==> src/rtl/dda_trace_buffer.sv <==
// Decimating capture FIFO for the Van der Pol DDA state pair (x, y).
// Kept steps are packed as {x, y} and drained one word per read request.
module dda_trace_buffer #(
  parameter int N       = 16,
  parameter int DEPTH   = 8,
  parameter int DECIM_W = 8
) (
  input  logic                       clk,
  input  logic                       rst,
  input  logic                       step,
  input  logic [N-1:0]               x,
  input  logic [N-1:0]               y,
  input  logic [DECIM_W-1:0]         decim,
  input  logic                       clear,
  input  logic                       rd_req,
  output logic [2*N-1:0]             rd_data,
  output logic                       rd_valid,
  output logic                       empty,
  output logic                       full,
  output logic [$clog2(DEPTH):0]     count,
  output logic                       overflow,
  output logic [7:0]                 drop_cnt
);

  localparam int AW = $clog2(DEPTH);
  localparam int CW = AW + 1;

  logic [2*N-1:0]     mem_q [DEPTH];
  logic [AW-1:0]      wr_ptr_q, wr_ptr_d;
  logic [AW-1:0]      rd_ptr_q, rd_ptr_d;
  logic [CW-1:0]      count_q, count_d;
  logic [DECIM_W-1:0] dcnt_q, dcnt_d;
  logic [2*N-1:0]     rd_data_q, rd_data_d;
  logic               rd_valid_q, rd_valid_d;
  logic               overflow_q, overflow_d;
  logic [7:0]         drop_q, drop_d;

  logic full_w, empty_w, capture, pop, push, drop;

  function automatic logic [7:0] sat_inc8(input logic [7:0] v);
    return (v == 8'hFF) ? v : v + 8'd1;
  endfunction

  assign full_w  = (count_q == CW'(DEPTH));
  assign empty_w = (count_q == '0);

  // clear masks both request types; a pop in the same cycle frees a slot for a capture
  assign capture = step && !clear && (dcnt_q == '0);
  assign pop     = rd_req && !clear && !empty_w;
  assign push    = capture && (!full_w || pop);
  assign drop    = capture && full_w && !pop;

  always_comb begin
    dcnt_d     = dcnt_q;
    wr_ptr_d   = wr_ptr_q;
    rd_ptr_d   = rd_ptr_q;
    count_d    = count_q;
    rd_data_d  = rd_data_q;
    rd_valid_d = 1'b0;
    overflow_d = overflow_q;
    drop_d     = drop_q;
    if (clear) begin
      dcnt_d     = '0;
      wr_ptr_d   = '0;
      rd_ptr_d   = '0;
      count_d    = '0;
      overflow_d = 1'b0;
      drop_d     = '0;
    end else begin
      if (step) begin
        dcnt_d = (dcnt_q == '0) ? decim : dcnt_q - DECIM_W'(1);
      end
      if (push) begin
        wr_ptr_d = wr_ptr_q + AW'(1);
      end
      if (pop) begin
        rd_ptr_d   = rd_ptr_q + AW'(1);
        rd_data_d  = mem_q[rd_ptr_q];
        rd_valid_d = 1'b1;
      end
      if (push && !pop) begin
        count_d = count_q + CW'(1);
      end else if (pop && !push) begin
        count_d = count_q - CW'(1);
      end
      if (drop) begin
        overflow_d = 1'b1;
        drop_d     = sat_inc8(drop_q);
      end
    end
  end

  always_ff @(posedge clk or posedge rst) begin
    if (rst) begin
      dcnt_q     <= '0;
      wr_ptr_q   <= '0;
      rd_ptr_q   <= '0;
      count_q    <= '0;
      rd_data_q  <= '0;
      rd_valid_q <= 1'b0;
      overflow_q <= 1'b0;
      drop_q     <= '0;
    end else begin
      dcnt_q     <= dcnt_d;
      wr_ptr_q   <= wr_ptr_d;
      rd_ptr_q   <= rd_ptr_d;
      count_q    <= count_d;
      rd_data_q  <= rd_data_d;
      rd_valid_q <= rd_valid_d;
      overflow_q <= overflow_d;
      drop_q     <= drop_d;
    end
  end

  // Storage is left unreset; a full-and-pop cycle reads the old word before it is overwritten
  always_ff @(posedge clk) begin
    if (push) begin
      mem_q[wr_ptr_q] <= {x, y};
    end
  end

  assign rd_data  = rd_data_q;
  assign rd_valid = rd_valid_q;
  assign empty    = empty_w;
  assign full     = full_w;
  assign count    = count_q;
  assign overflow = overflow_q;
  assign drop_cnt = drop_q;

endmodule

==> config.mk <==
export PLATFORM = sky130hd
export DESIGN_NAME = dda_trace_buffer
export DESIGN_NICKNAME = d
export VERILOG_FILES = /design/src/rtl/dda_trace_buffer.sv
export SDC_FILE = /design/constraint.sdc
export NUM_CORES = 1
export LEC_CHECK = 0
export BUFFER_PORTS_ARGS = -buffer_cell sky130_fd_sc_hd__buf_4
export CAP_MARGIN = 10
export CORE_UTILIZATION = 45
export DETAILED_ROUTE_END_ITERATION = 8
export GPL_TIMING_DRIVEN = 0
export REMOVE_ABC_BUFFERS = 1
export SETUP_SLACK_MARGIN = 0.15
export SYNTH_ARGS = -nofsm -noshare
export SYNTH_HDL_FRONTEND = slang
export SYNTH_SLANG_ARGS = --single-unit
export TNS_END_PERCENT = 5
==> constraint.sdc <==
create_clock -name clk -period 8.4 [get_ports clk]
set_input_delay 0.84 -clock clk [delete_from_list [all_inputs] [get_ports clk]]
set_output_delay 0.84 -clock clk [all_outputs]
set_load 0.02 [all_outputs]
==> results of run 1 <==
-- layout make-up --
class                   instances  area, µm²
clock buffers                  51      965.9
clock inverters                10      80.08
fillers                      2080      12060
inverters                       7      28.78
multi-input cells             310       3114
flip-flops and latches        316       9198
well taps                     341      426.7
repair buffers                113       1081
-- cells in the mapped netlist (2+ instances only) --
library cell / instances
nand3_1: 9
xor2_1: 2
buf_2: 9
xnor2_1: 6
buf_1: 3
ha_1: 7
a211oi_1: 4
nor4_1: 2
clkbuf_1: 17
nand2_1: 13
nor2b_1: 4
edfxtp_1: 256
a21o_1: 2
dfrtp_1: 60
o21ai_0: 6
inv_1: 7
mux2i_1: 38
a22oi_1: 3
nor2_1: 64
and2_1: 2
or3_1: 2
nor3_2: 2
mux4_2: 64
a21oi_1: 41
a31oi_1: 2
nand2b_1: 4
nor3_1: 11
-- cell families after synthesis --
logic type,after synthesis,share of synthesized area (%)
AND/OR/NAND/NOR,124,5.010
multiplexers,103,14.83
adder cells (fa/ha/maj),8,0.8687
XOR/XNOR,8,0.5657
flip-flops,316,74.18
buffers and inverters,36,1.182
AO/OA/AOI/OAI,67,3.364
-- cell usage in the layout, fill, tap and decap left out, types with 3 or more instances in the layout --
| cell type | count |
|---|---|
| edfxtp_1 | 256 |
| buf_4 | 92 |
| mux4_2 | 64 |
| nor2_1 | 57 |
| dfrtp_1 | 57 |
| a21oi_1 | 41 |
| mux2i_1 | 38 |
| clkbuf_16 | 35 |
| nand2_1 | 13 |
| clkbuf_1 | 13 |
| nand3_1 | 9 |
| nor3_1 | 9 |
| buf_6 | 8 |
| nor2_4 | 7 |
| ha_1 | 7 |
| inv_1 | 6 |
| xnor2_1 | 6 |
| o21ai_0 | 6 |
| clkinv_2 | 6 |
| buf_16 | 6 |
| buf_12 | 6 |
| nand2b_1 | 4 |
| nor3_2 | 4 |
| nor2b_1 | 4 |
| a211oi_1 | 4 |
| a22oi_1 | 3 |
| clkbuf_8 | 3 |
-- worst reg2reg max path, stage by stage, from the launching register on --
cell     delay (ns)
dfrtp_1        0.46
inv_1          0.16
ha_1           0.26
nor3b_2        0.53
nand4_2        0.36
or3_1          0.58
nor3_2         0.54
buf_6          0.22
buf_8          0.15
buf_6          0.15
buf_6          0.16
-- metrics by stage --
| stage | cells | util [%] | hold WS [ns] | instance area, µm² | power [µW] |
|---|---|---|---|---|---|
| after floorplan | 633 | - | 0.5489 | 12270 | 2586 |
| after global placement | 1066 | 49.66 | 0.4679 | 13380 | 2905 |
| after detailed placement | 1087 | 51.38 | 0.4766 | 13850 | 2938 |
| after CTS | 1148 | 55.26 | 0.3066 | 14890 | 4341 |
| after global routing | 1148 | 55.26 | 0.3272 | 14890 | 4478 |
| final | 1148 | 55.26 | 0.3082 | 14890 | 4285 |
-- flip-flops by register name (all words and copies together), names as in the netlist --
| signal | flops |
|---|---|
| wr_ptr_q | 3 |
| mem_q | 256 |
| dcnt_q | 8 |
| overflow | 1 |
| count | 4 |
| drop_cnt | 8 |
| rd_valid | 1 |
| rd_ptr_q | 3 |
| rd_data | 32 |
-- power groups by stage --
| stage | clock [µW] | combinational [µW] | sequential, µW |
|---|---|---|---|
| after global routing | 1490 | 1040 | 1950 |
| final | 1390 | 957 | 1930 |
| after detailed placement | 0 | 969 | 1970 |
| after CTS | 1430 | 974 | 1940 |
| after floorplan | 0 | 502 | 2080 |
| after global placement | 0 | 878 | 2030 |
-- final timing paths --
kind | cells after the start | end | slack [ns] | start
hold reg to reg | 1 | overflow$_DFFE_PP0P_ | 0.48 | overflow$_DFFE_PP0P_
setup reg to reg | 10 | mem_q[0][18]$_DFFE_PP_ | 4.53 | dcnt_q[0]$_DFFE_PP0P_
min in group clk | 1 | overflow$_DFFE_PP0P_ | 0.48 | overflow$_DFFE_PP0P_
max in group asynchronous | 3 | rd_ptr_q[1]$_DFFE_PP0P_ | 7.52 | rst
setup / recovery | 10 | mem_q[0][18]$_DFFE_PP_ | 4.53 | dcnt_q[0]$_DFFE_PP0P_
hold / removal | 2 | rd_data[9]$_DFFE_PP0P_ | 0.31 | rst
-- layer usage --
layer | part of all wire [%] | wire (µm) | vias up
li1 | - | - | 2875
met1 | 41 | 10490 | 3294
met2 | 51 | 12970 | 172
met3 | 5.4 | 1373 | 37
met4 | 1.8 | 446 | 0
met5 | 0 | 0 | -
==> results.py, run 1 <==
metrics = {
    "global_routing": {
        "grt_first_pass_wirelength_um": 39370,
        "grt_overflow": 0,
        "grt_use_met2_pct": 32.45,
        "antenna_found_initial": 0,
        "grt_pass1_vias": 6754,
        "met3_usage_pct": 3.620,
        "top_usage_layer": "met2",
        "gr-usage-met1_pct": 24.02,
        "grtUsageTotal_pct": 18.68,
        "grt_max_degree": 62,
    },
    "setup_path": {
        "crit_slowest_cell": "or3_1",
        "cp.buffers_inverters": 5,
        "startpoint_type": "flop",
        "crit_type": "reg -> reg",
        "crit_family": "simple AND/OR/NAND/NOR gates",
        "crit_fanout": 9,
        "critPathCaptureType": "flop",
        "crit_path_frequent_cell": "buf_6",
        "critPathArrivalTime_ns": 4.08,
        "cp_cell_sequence": "inv_1 -> ha_1 -> nor3b_2 -> nand4_2 -> or3_1 -> nor3_2 -> buf_6 -> buf_8 -> buf_6 -> buf_6",
        "cp_data_required_time_ns": 8.60,
        "crit_path_max_incr_delay_ns": 0.58,
    },
    "synth": {
        "synth.largest_area_cell": "edfxtp_1",
        "netlist_area_mm2": 0.01239,
        "ys_top_cells_by_area": "edfxtp_1, dfrtp_1, mux4_2",
        "yosys.area.top_type_share_pct": 62.06,
        "synth_ff_type": "edfxtp_1",
        "synth_cell_type_count": 49,
        "async_flop_share_pct": 18.99,
        "yosysWarnings": 0,
        "seq_area_frac_synth_pct": 74.18,
        "synth_area_per_cell_um2": 18.71,
        "netlist_instances": 662,
        "synth_edf_count": 256,
        "ys_ff_latch": 316,
    },
    "power": {
        "p_per_area_mw_per_mm2": 287.7,
        "pwr-share-comb_pct": 22.3,
        "clockPowerShare_pct": 32.5,
        "seq_power_share_pct": 45.1,
        "switching_share_pct": 27.30,
        "intPower_uw": 3115,
        "peakVddDrop_mv": 0.1810,
        "p_switching_uw": 1170,
        "total_leakage_power_uw": 0.005018,
    },
    "cells_and_area": {
        "finish.net_count": 835,
        "syn_to_final_growth_pct": 20.24,
        "drive_gt1_share_pct": 30.86,
        "antenna_cells": 0,
    },
    "clock_tree": {
        "cts_resized": 0,
        "clk_pin_slew_ns": 0.06,
        "cts_tree": "yes",
        "cts_buffer_depth": 3,
        "numCtsBuffers": 34,
        "cts.sinks": 316,
        "htree_levels": 2,
        "clkLatencyLatePin_ns": 0.50,
        "root_buffer": "clkbuf_16",
        "holdBufCountCts": 0,
        "cts_setup_buffers": 0,
    },
    "routing": {
        "drt_iter0_markers": 527,
        "vias_per_cell": 5.556,
        "ant_nets": 0,
        "routed-via-count": 6378,
        "routedWlPerCell_um": 22.02,
        "wl_um": 25280,
        "dr.pass1.iters": 4,
        "drcViolationCount": 0,
    },
    "die": {
        "design.core.area_mm2": 0.02695,
        "start_util_pct": 45.96,
        "fp.dieW_um": 167.9,
        "std_cell_rows": 60,
        "io_pins": 93,
        "die_y_um": 167.9,
        "die-area_mm2": 0.02819,
    },
    "placed_design": {
        "preCtsSetupSlack_ns": 4.491,
        "hpwl_um": 15510,
        "gp_congestion": 0.7734,
        "port-buffer-count": 92,
    },
    "sta": {
        "grt_setup_unrepaired": "false",
        "tightest_slew_ns": 0.8516,
        "hold_viol_final": 0,
        "layout_setup_ws_ns": 4.527,
        "timing.slew.headroom_pct": 42.92,
        "setup_tns_ns": 0,
        "finClkSkew_ns": 0.006916,
        "clock.fmax_mhz": 258.2,
        "final.period_utilization_pct": 46.11,
        "finalSetupViolCount": 0,
        "period_minus_slack_ns": 3.873,
        "drv_slew": 0,
    },
    "job": {
        "cap_violations": 0,
    },
    "hold_path": {
        "hold_path.class": "in -> async",
    },
    "run_status": {
        "run_status": "finished clean",
    },
}
Note: power is estimated with default switching activity, not from simulation.
==> run 2: changes to the inputs <==
clock period = 3.7 ns   (was 8.4 ns; I/O delays follow)
==> run 2 against run 1 <==
  * Final area increased by 0.55%
  * Critical path depth up 2
  * Die area stayed put
  * Global-route usage is essentially flat
  * Utilization increased by 0.30 points
  * Clock skew grew 0.00079 ns
  * Register-to-register slack lost 4.1 ns
==> results.py, run 2 (same netlist as run 1, synthesis figures left out) <==
metrics = {
    "clock_tree": {
        "root_buffer": "clkbuf_16",
        "clkLatencyLatePin_ns": 0.50,
        "htree_levels": 2,
        "numCtsBuffers": 34,
        "cts_tree": "yes",
        "cts.sinks": 316,
        "cts_buffer_depth": 3,
        "clk_pin_slew_ns": 0.06,
    },
    "global_routing": {
        "grtUsageTotal_pct": 18.71,
        "antenna_found_initial": 0,
        "grt_max_degree": 62,
        "grt_overflow": 0,
        "grt_pass1_vias": 6767,
        "grt_first_pass_wirelength_um": 39410,
    },
    "cells_and_area": {
        "nFillCells": 2066,
        "regMostFlops": "mem_q",
        "final_common_cell": "edfxtp_1",
        "syn_to_final_growth_pct": 20.90,
        "largest_reg_flops": 256,
        "drive_gt1_share_pct": 31.44,
        "finish.net_count": 839,
        "antenna_cells": 0,
        "layout_common_cells": "edfxtp_1, buf_4, mux4_2, nor2_1, dfrtp_1",
    },
    "setup_path": {
        "cp_data_required_time_ns": 4.06,
        "crit_fanout": 25,
        "critPathArrivalTime_ns": 3.66,
        "crit_path_max_incr_delay_ns": 0.51,
        "crit_slowest_cell": "nor4_2",
        "critPathCaptureType": "flop",
        "cp_cell_sequence": "nor4_2 -> nor2_4 -> buf_16 -> buf_16 -> nor3_4 -> inv_1 -> ha_1 -> a21o_1 -> a21oi_2 -> nor3_1 -> a22oi_1 -> o211ai_1",
        "cp.buffers_inverters": 3,
        "crit_path_frequent_cell": "buf_16",
        "crit_family": "simple AND/OR/NAND/NOR gates",
        "crit_type": "reg -> reg",
        "startpoint_type": "flop",
    },
    "sta": {
        "timing.slew.headroom_pct": 50.55,
        "period_minus_slack_ns": 3.301,
        "finalSetupViolCount": 0,
        "setup_tns_ns": 0,
        "final.period_utilization_pct": 89.23,
        "drv_slew": 0,
        "hold_viol_final": 0,
        "grt_setup_unrepaired": "false",
        "finClkSkew_ns": 0.007701,
        "tightest_slew_ns": 0.7400,
        "clock.fmax_mhz": 302.9,
    },
    "routing": {
        "drcViolationCount": 0,
        "routed-via-count": 6399,
        "dr.pass1.iters": 4,
        "wl_um": 25360,
        "routedWlPerCell_um": 22.01,
        "drt_iter0_markers": 565,
        "ant_nets": 0,
        "vias_per_cell": 5.555,
    },
    "run_status": {
        "run_status": "finished clean",
    },
    "power": {
        "finalPower_uw": 9766,
        "total_leakage_power_uw": 0.005028,
        "p_per_area_mw_per_mm2": 652.1,
        "peakVddDrop_mv": 0.4106,
    },
    "die": {
        "start_util_pct": 45.96,
        "fp.dieW_um": 167.9,
        "std_cell_rows": 60,
        "design.core.area_mm2": 0.02695,
        "die-area_mm2": 0.02819,
        "die_y_um": 167.9,
        "io_pins": 93,
    },
    "placed_design": {
        "port-buffer-count": 92,
        "gp_congestion": 0.7734,
        "hpwl_um": 15510,
    },
    "hold_path": {
        "hold_path.class": "in -> reg",
    },
    "job": {
        "cap_violations": 0,
    },
}
## run 2: worst reg2reg max path: stages, from the launching register on
cell	delay (ns)
dfrtp_1	0.47
nor4_2	0.51
nor2_4	0.24
buf_16	0.23
buf_16	0.18
nor3_4	0.30
inv_1	0.12
ha_1	0.28
a21o_1	0.19
a21oi_2	0.21
nor3_1	0.09
a22oi_1	0.22
o211ai_1	0.12
## run 2: final cells by class
| class | count | area (µm²) | area share (%) |
|---|---|---|---|
| clock buffers | 51 | 965.9 | 6.450 |
| repair buffers | 117 | 1114 | 7.436 |
| inverters | 7 | 28.78 | 0.1922 |
| multi-input cells | 310 | 3163 | 21.12 |
| clock inverters | 10 | 80.08 | 0.5347 |
| flip-flops and latches | 316 | 9198 | 61.42 |
| well taps | 341 | 426.7 | 2.849 |
## run 2: final timing paths
path                                 startpoint                      end  slack (ns)  cells past startpoint
min reg2reg                overflow$_DFFE_PP0P_     overflow$_DFFE_PP0P_        0.48                      1
min in group asynchronous                   rst       rd_valid$_DFF_PP0_        0.39                      3
max reg2reg                count[0]$_DFFE_PP0P_     count[3]$_DFFE_PP0P_        0.40                     12
min                                        x[6]   mem_q[7][22]$_DFFE_PP_         0.1                      1
max in group asynchronous                   rst  rd_ptr_q[1]$_DFFE_PP0P_        2.74                      4
max                        count[0]$_DFFE_PP0P_     count[3]$_DFFE_PP0P_        0.40                     12
## run 2: power by group
part | internal (µW) | switching, µW | leakage [µW] | total, µW
clock | 1880 | 1290 | 0.000512 | 3170
sequential | 4120 | 270 | 0.00303 | 4390
combinational | 1090 | 1120 | 0.00148 | 2200
total | 7090 | 2670 | 0.00503 | 9770
## run 2: metrics by stage
stage	setup WS (ns)	area, µm²	cells	utilization (%)	hold WS (ns)
5_1_grt	0.2113	14980	1152	55.57	0.08464
6_report	0.3986	14980	1152	55.57	0.09967
3_3_place_gp	-3.758	13380	1066	49.66	0.4679
4_1_cts	0.1928	14940	1150	55.42	0.07220
3_5_place_dp	-0.2000	13850	1087	51.38	0.3680
2_1_floorplan	-0.8499	12270	633	-	0.4281
## run 2: per-layer routing
metal	global-route usage, %	share of wire (%)	vias to the layer above
li1	-	-	2887
met1	24.01	42	3315
met2	32.54	51	158
met3	3.620	4.9	39
met4	5.225	1.8	0
met5	0	0	-
## run 2: timing repair
action	in CTS	in global routing
endpoints found under the setup margin	56	44
resized for setup	4	4
pin swaps	1	1
hold buffers	1	0
setup buffers	1	2
endpoints found under the hold margin	16	0
==> run 3: changes to the inputs <==
GPL_TIMING_DRIVEN = 1   (was 0)
==> run 3 against run 2 <==
  * Non-clock buffer count shrank 4
  * Final cell count shrank 0.35%
  * Hold slack lost 0.0020 ns
  * Sequential power is essentially flat
  * Global-route usage shrank 0.61 points
  * Fmax grew 2.4%
  * Final area shrank 0.71%
  * Critical path depth is the same
  * Combinational power shrank 3%
  * Sequential cell count is the same
  * Routed wire length shrank 3.8%
  * Highest routed layer unchanged
==> results.py, run 3 (same netlist as run 1, synthesis figures left out) <==
metrics = {
    "run_status": {
        "run_status": "finished clean",
    },
    "clock_tree": {
        "cts_resized": 0,
        "clkLatencyLatePin_ns": 0.50,
        "root_buffer": "clkbuf_16",
        "cts.sinks": 316,
        "cts_setup_buffers": 0,
        "numCtsBuffers": 34,
        "cts_tree": "yes",
        "htree_levels": 2,
        "cts_buffer_depth": 3,
        "holdBufCountCts": 1,
        "clk_pin_slew_ns": 0.06,
    },
    "die": {
        "die_y_um": 167.9,
        "io_pins": 93,
        "std_cell_rows": 60,
        "fp.dieW_um": 167.9,
        "start_util_pct": 45.96,
        "die-area_mm2": 0.02819,
        "design.core.area_mm2": 0.02695,
    },
    "sta": {
        "timing.slew.headroom_pct": 46.81,
        "finalSetupViolCount": 0,
        "whs_ns": 0.09765,
        "grt_setup_unrepaired": "false",
        "clock.fmax_mhz": 310.3,
        "final.period_utilization_pct": 87.10,
        "hold_viol_final": 0,
        "period_minus_slack_ns": 3.223,
        "drv_slew": 0,
        "finClkSkew_ns": 0.01751,
        "tightest_slew_ns": 0.7978,
    },
    "cells_and_area": {
        "final_common_cell": "edfxtp_1",
        "fin_cells": 1148,
        "largest_reg_flops": 256,
        "drive_gt1_share_pct": 31.10,
        "regMostFlops": "mem_q",
        "final_area_mm2": 0.01487,
        "antenna_cells": 0,
        "layout_common_cells": "edfxtp_1, buf_4, mux4_2, nor2_1, dfrtp_1",
        "nFillCells": 2061,
        "finish.net_count": 835,
        "syn_to_final_growth_pct": 20.04,
    },
    "setup_path": {
        "crit_fanout": 9,
        "crit_type": "reg -> reg",
        "cp_data_required_time_ns": 4.06,
        "cp.buffers_inverters": 2,
        "cp_cell_sequence": "inv_1 -> ha_1 -> nor3b_2 -> nand4_2 -> nor3_2 -> inv_1 -> ha_1 -> a21o_1 -> a21oi_1 -> nor3_1 -> a22oi_1 -> o211ai_1",
        "critPathArrivalTime_ns": 3.58,
        "crit_slowest_cell": "nor3b_2",
        "crit_path_max_incr_delay_ns": 0.49,
        "crit_family": "simple AND/OR/NAND/NOR gates",
        "startpoint_type": "flop",
        "critPathCaptureType": "flop",
    },
    "power": {
        "total_leakage_power_uw": 0.005038,
        "switching_share_pct": 26.42,
        "clockPowerShare_pct": 35.4,
        "peakVddDrop_mv": 0.3918,
        "pwr-share-comb_pct": 21.1,
        "seq_power_share_pct": 43.5,
        "intPower_uw": 7402,
        "p_per_area_mw_per_mm2": 676.6,
        "p_switching_uw": 2658,
    },
    "placed_design": {
        "dp.cells": 1086,
        "hpwl_um": 14730,
        "placed_area_mm2": 0.01367,
        "gp_congestion": 0.8077,
        "port-buffer-count": 92,
    },
    "job": {
        "cap_violations": 0,
    },
    "global_routing": {
        "grt_overflow": 0,
        "antenna_found_initial": 0,
        "grt_first_pass_wirelength_um": 38620,
        "grt_max_degree": 70,
        "grt_pass1_vias": 6679,
        "grtUsageTotal_pct": 18.10,
    },
    "routing": {
        "routedWlPerCell_um": 21.25,
        "wl_um": 24400,
        "dr.pass1.iters": 4,
        "routed-via-count": 6287,
        "ant_nets": 0,
        "drt_iter0_markers": 524,
        "vias_per_cell": 5.476,
        "drcViolationCount": 0,
    },
    "hold_path": {
        "hold_path.class": "in -> reg",
    },
}
[run 3: final timing paths]
kind | startpoint | end | slack, ns | cells past startpoint
max in group asynchronous | rst | rd_ptr_q[0]$_DFFE_PP0P_ | 2.21 | 4
max reg2reg | dcnt_q[0]$_DFFE_PP0P_ | count[3]$_DFFE_PP0P_ | 0.48 | 12
min | x[14] | mem_q[1][30]$_DFFE_PP_ | 0.1 | 1
min in group asynchronous | rst | rd_valid$_DFF_PP0_ | 0.48 | 3
min reg2reg | overflow$_DFFE_PP0P_ | overflow$_DFFE_PP0P_ | 0.51 | 1
max | dcnt_q[0]$_DFFE_PP0P_ | count[3]$_DFFE_PP0P_ | 0.48 | 12
[run 3: power groups by stage]
stage	registers [µW]	logic [µW]	clock network [µW]
global route	4420	2330	3760
finish	4380	2130	3560
detailed placement	4450	2170	0
floorplan	4730	1140	0
CTS	4390	2180	3640
global placement	4440	2140	0
[run 3: through the flow]
stage          worst slack, ns  setup TNS, ns  total power, µW  utilization (%)
6_report                0.4772              0            10060            55.17
4_1_cts                 0.5352              0            10200            55.17
3_5_place_dp            0.5681              0             6620            50.71
5_1_grt                 0.2049              0            10510            55.17
2_1_floorplan          -0.8499         -46.70             5871                -
3_3_place_gp            0.6308              0             6577            50.71
[run 3: metal layers]
layer  global-route usage (%)  vias up  share of wire [%]
met5                        0        -                  0
met4                    4.587        0                1.5
met3                    2.985       36                4.1
met2                    30.40      157                 50
met1                    24.78     3224                 44
li1                         -     2870                  -
[run 3: cell type report]
class                   count  area [µm²]  share of cell area, %
clock buffers              43       958.4                  6.446
repair buffers            113       913.4                  6.143
well taps                 341       426.7                  2.869
multi-input cells         310        3114                  20.94
inverters                   7       26.28                 0.1767
flip-flops and latches    316        9195                  61.84
clock inverters            18       235.2                  1.582
